<file path="src/rtl/rom_lookup_arbiter.sv">
// Round-robin arbiter sharing one combinational sensor-code ROM among NUM_REQ requesters.
// One lookup per three cycles: grant in IDLE, address the ROM in LOOKUP, acknowledge in DONE.
module rom_lookup_arbiter #(
  parameter int unsigned NUM_REQ = 4,
  parameter int unsigned AW      = 5,
  parameter int unsigned DW      = 5
) (
  input  logic                  clk,
  input  logic                  rst,
  input  logic [NUM_REQ-1:0]    req_i,
  input  logic [NUM_REQ*AW-1:0] addr_i,
  output logic [NUM_REQ-1:0]    ack_o,
  output logic [DW-1:0]         rsp_data_o,
  output logic                  rsp_invalid_o,
  output logic [AW-1:0]         rom_addr_o,
  input  logic [DW-1:0]         rom_data_i,
  output logic                  busy_o
);

  localparam int unsigned IW = (NUM_REQ > 1) ? $clog2(NUM_REQ) : 1;

  typedef enum logic [1:0] {StIdle, StLookup, StDone} state_e;

  state_e               state_q, state_d;
  logic [IW-1:0]        rr_ptr_q, rr_ptr_d;
  logic [IW-1:0]        grant_q, grant_d;
  logic [AW-1:0]        addr_q, addr_d;
  logic                 invalid_q, invalid_d;
  logic [NUM_REQ-1:0]   ack_q, ack_d;
  logic [DW-1:0]        rsp_data_q, rsp_data_d;
  logic                 rsp_invalid_q, rsp_invalid_d;

  logic                 win_found;
  logic [IW-1:0]        win_idx;
  logic [AW-1:0]        win_addr;
  logic                 win_onehot;
  int unsigned          cand;

  // First requesting index at or after rr_ptr_q, wrapping modulo NUM_REQ.
  always_comb begin
    win_found = 1'b0;
    win_idx   = '0;
    win_addr  = '0;
    cand      = 0;
    for (int unsigned i = 0; i < NUM_REQ; i++) begin
      cand = 32'(rr_ptr_q) + i;
      if (cand >= NUM_REQ) begin
        cand = cand - NUM_REQ;
      end
      if (!win_found && req_i[cand[IW-1:0]]) begin
        win_found = 1'b1;
        win_idx   = cand[IW-1:0];
        win_addr  = addr_i[cand*AW +: AW];
      end
    end
    win_onehot = (win_addr != '0) && ((win_addr & (win_addr - 1'b1)) == '0);
  end

  always_ff @(posedge clk) begin
    if (rst) begin
      state_q       <= StIdle;
      rr_ptr_q      <= '0;
      grant_q       <= '0;
      addr_q        <= '0;
      invalid_q     <= 1'b0;
      ack_q         <= '0;
      rsp_data_q    <= '0;
      rsp_invalid_q <= 1'b0;
    end else begin
      state_q       <= state_d;
      rr_ptr_q      <= rr_ptr_d;
      grant_q       <= grant_d;
      addr_q        <= addr_d;
      invalid_q     <= invalid_d;
      ack_q         <= ack_d;
      rsp_data_q    <= rsp_data_d;
      rsp_invalid_q <= rsp_invalid_d;
    end
  end

  always_comb begin
    state_d       = state_q;
    rr_ptr_d      = rr_ptr_q;
    grant_d       = grant_q;
    addr_d        = addr_q;
    invalid_d     = invalid_q;
    ack_d         = '0;
    rsp_data_d    = rsp_data_q;
    rsp_invalid_d = rsp_invalid_q;
    unique case (state_q)
      StIdle: begin
        if (win_found) begin
          grant_d   = win_idx;
          addr_d    = win_addr;
          invalid_d = !win_onehot;
          state_d   = StLookup;
        end
      end
      StLookup: begin
        rsp_data_d     = rom_data_i;
        rsp_invalid_d  = invalid_q;
        ack_d[grant_q] = 1'b1;
        rr_ptr_d       = (grant_q == IW'(NUM_REQ - 1)) ? '0 : grant_q + 1'b1;
        state_d        = StDone;
      end
      StDone: begin
        // Requests are ignored here so the just-served requester cannot retrigger early.
        state_d = StIdle;
      end
      default: begin
        state_d = StIdle;
      end
    endcase
  end

  always_comb begin
    rom_addr_o    = (state_q == StLookup) ? addr_q : '0;
    busy_o        = (state_q != StIdle);
    ack_o         = ack_q;
    rsp_data_o    = rsp_data_q;
    rsp_invalid_o = rsp_invalid_q;
  end

endmodule

</file>
<file path="config.mk">
export PLATFORM = sky130hd
export DESIGN_NAME = rom_lookup_arbiter
export DESIGN_NICKNAME = d
export VERILOG_FILES = /design/src/rtl/rom_lookup_arbiter.sv
export SDC_FILE = /design/constraint.sdc
export NUM_CORES = 1
export LEC_CHECK = 0
export BUFFER_PORTS_ARGS = -buffer_cell sky130_fd_sc_hd__buf_2
export CAP_MARGIN = 0
export CORE_MARGIN = 1.5
export CORE_UTILIZATION = 30
export CTS_CLUSTER_DIAMETER = 120
export DETAILED_ROUTE_END_ITERATION = 7
export PLACE_DENSITY = 0.46
export SKIP_LAST_GASP = 1
export SLEW_MARGIN = 20
export SYNTH_ARGS = -nofsm -noshare
export SYNTH_HDL_FRONTEND = slang
export SYNTH_SLANG_ARGS = --single-unit
</file>
<file path="constraint.sdc">
create_clock -name clk -period 6.35 [get_ports clk]
set_input_delay 1.27 -clock clk [delete_from_list [all_inputs] [get_ports clk]]
set_output_delay 1.27 -clock clk [all_outputs]
set_load 0.005 [all_outputs]
</file>
==> key figures <==
Power and ir drop
  • Max VDD drop: 101.2 uV
  • Pwr Density: approximately 210 mW/mm2
  • Leak pwr: 1.460 nW

Route
  • Wire per inst: 19.34 um
  • Starting DRT DRC Count: 309
  • Routed vias: 3358
  • Drc violations: 0
  • Final WL: 11.10 mm
  • DRT Pass-1 Iters: 4
  • Vias per cell: around 5.9
  • Post-route ant nets: 0

Logic synthesis
  • Mapped Cells: 414
  • Simple-gate share of the synthesized area: about a quarter
  • Synth Area per Inst: around 8.6 um2
  • Synth Register Bits: 22
  • Top_reg_cell synth: dfxtp_1
  • Cell Area, Synth: 0.003542 mm2
  • Mux share of post-synthesis cell area: between 20% and 30%
  • Seq/Total Area, Yosys: between 10% and 20%
  • Largest family of logic cells by synthesized area: multiplexers
  • Synth warnings: 0
  • Count of different cell masters after synthesis: 76
  • Async SR Flop Fraction: 0%
  • Adder-cell area share of the yosys netlist: 6.217%
  • Synth Area in XOR/XNOR: 0.7418%
  • Post-synth EDFFs: 0
  • Compound-cell area share of the yosys netlist: between 20% and 30%
  • Mapped Nets: 462

STA
  • Slew headroom: 53.44%
  • Setup TNS: 0 ns
  • FMAX: 226.1 MHz
  • RSZ-0062 raised after global routing: no
  • Final-report setup violation count: 0
  • Period utilization: 69.65%
  • Final Hold Viols: 0
  • Slew Viols, Final: 0
  • Crit path time final: 4.423 ns
  • WHS: 0.4523 ns
  • Worst Tran Pin Value: 0.6969 ns
  • Setup Skew: 0.002955 ns

Finish
  • Commonest non-fill, non-tap cell in the layout: buf_2
  • Post-Route Utilization: 33.19%
  • Most frequent cells in the layout: buf_2 (46), nand2_1 (40), nor2_1 (27), a21oi_1 (26), mux2i_1 (23)
  • Antenna cells: 0
  • Final net count: 480
  • Layout overhead on the synthesized area: 7.453%
  • Fraction of layout cells with a size suffix above 1: 23.20%
  • # fillers: around 1200

Clock network
  • CTS root buf: clkbuf_16
  • Num CTS Buffers: 3
  • Post-CTS sizing: 0
  • Worst-path clk slew: 0.06 ns
  • H-tree depth: 1
  • # hold bufs at CTS: 0
  • CTS tree: yes
  • Clock latency on the worst-skew pair: between 0.2 and 0.3 ns
  • # clock sinks: 22
  • Setup repair bufs after CTS: 0
  • Clk buf depth: 2

Setup path
  • CP arrival: 4.57 ns
  • Critical Path End Type: flip-flop
  • Crit path max fanout: 24
  • WS Path Type: flip-flop to flip-flop
  • CP Launch Type: flip-flop
  • Critical Path Start: rr_ptr_q[0]
  • Req. time, crit path: 6.50 ns
  • RR Startpoint: rr_ptr_q[0]

Place
  • PortBufs: 46
  • Gpl congestion: between 0.8 and 0.9
  • Dpl hpwl: slightly above 8 mm

Worst hold path
  • HP Start: rsp_data_o[1]
  • HP Class: flip-flop to flip-flop

Die
  • Die height: about 110 um
  • IO Pins: 47
  • Standard-cell rows: 39
  • Core ar.: 0.01147 mm2
  • Die X: 111.7 um
  • Full die area: 0.01247 mm2
  • Starting density of the core: 30.89%

Global routing
  • Global-route wire length before repair: 17.95 mm
  • GRT overflow: 0
  • GRT Resource Usage Total: around 18%
  • Vias in the first global route: 3312
  • Largest net degree at the start of global routing: 59
  • Initial antenna violation count: 0

Outcome
  • Status: finished clean

Job
  • Max Cap Viol: 0
==> final cells by class <==
class                           count  area (um2)  area share (%)
Timing Repair Buffer               49       252.7           6.640
Tap cell                          143       178.9           4.701
Inverter                           13       48.80           1.282
Multi-Input combinational cell    343        2793           73.37
Clock buffer                        4       88.84           2.334
Sequential cell                    22       444.2           11.67
==> layer usage <==
metal / vias to the layer above / global-route usage, % / wire [um] / part of all wire [%]
li1: 1614 / - / - / -
met1: 1648 / 23.56 / 4910 / 44
met2: 86 / 30.69 / 5613 / 51
met3: 10 / 2.341 / 454 / 4.1
met4: 0 / 3.122 / 124 / 1.1
met5: - / 0 / 0 / 0
==> cells in the mapped netlist, types with 12 or more instances <==
library cell | number | area (um2)
nor2b_1 | 15 | 93.84
ha_1 | 16 | 200.2
clkbuf_1 | 17 | 63.81
mux2_2 | 14 | 157.7
mux4_2 | 17 | 382.9
and2_1 | 14 | 87.58
a21oi_1 | 26 | 130.1
nand2b_1 | 12 | 75.07
dfxtp_1 | 22 | 440.4
nor2_1 | 27 | 101.4
mux2i_1 | 23 | 230.2
nand2_1 | 40 | 150.1
==> through the flow <==
stage / cells / worst slack [ns] / total power, mW / area [um2]
detailed placement: 570 / 1.882 / 0.6388 / 3717
finish: 574 / 1.927 / 0.7823 / 3806
floorplan: 414 / 1.762 / 0.5366 / 3542
CTS: 574 / 1.869 / 0.7863 / 3806
global placement: 570 / 1.882 / 0.6380 / 3717
global route: 574 / 1.575 / 0.8369 / 3806
==> where the power goes <==
group | total (mW) | internal [mW] | switching [mW]
clock network | 0.144 | 0.0961 | 0.0484
registers | 0.169 | 0.154 | 0.0149
logic | 0.469 | 0.204 | 0.265
total | 0.782 | 0.454 | 0.328
==> state kept, by name (all words and copies together) (netlist names) <==
| register | flops |
|---|---|
| state_q | 2 |
| ack_o | 4 |
| invalid_q | 1 |
| rsp_data_o | 5 |
| grant_q | 2 |
| rsp_invalid_o | 1 |
| addr_q | 5 |
| rr_ptr_q | 2 |
==> critical path: stages (launching register included) <==
cell	delay [ns]
dfxtp_4	0.54
inv_1	0.37
ha_1	0.36
and2_1	0.18
ha_1	0.19
nand2b_1	0.09
fa_1	0.61
nand2b_1	0.26
nor3b_1	0.21
o211ai_1	0.23
o221ai_1	0.39
o41ai_2	0.18
xor2_1	0.17
mux2i_1	0.15
nand3_1	0.09
a32o_1	0.26
==> path summary, 6_finish.rpt <==
kind	depth (start not counted)	to	slack (ns)
worst max-delay path	15	invalid_q	1.93
worst min-delay path	2	rsp_data_o[1]	0.45
worst max register to register	15	invalid_q	1.93
worst min register to register	2	rsp_data_o[1]	0.45
==> kinds of logic (layout without fill, tap and decap cells) <==
logic type	count (synthesis)	after routing
adder cells (fa/ha/maj)	17	17
multiplexers	61	61
buffers and inverters	49	66
AO/OA/AOI/OAI	106	106
AND/OR/NAND/NOR	156	156
flip-flops	22	22
XOR/XNOR	3	3
Power figures use the tool's default switching activity.
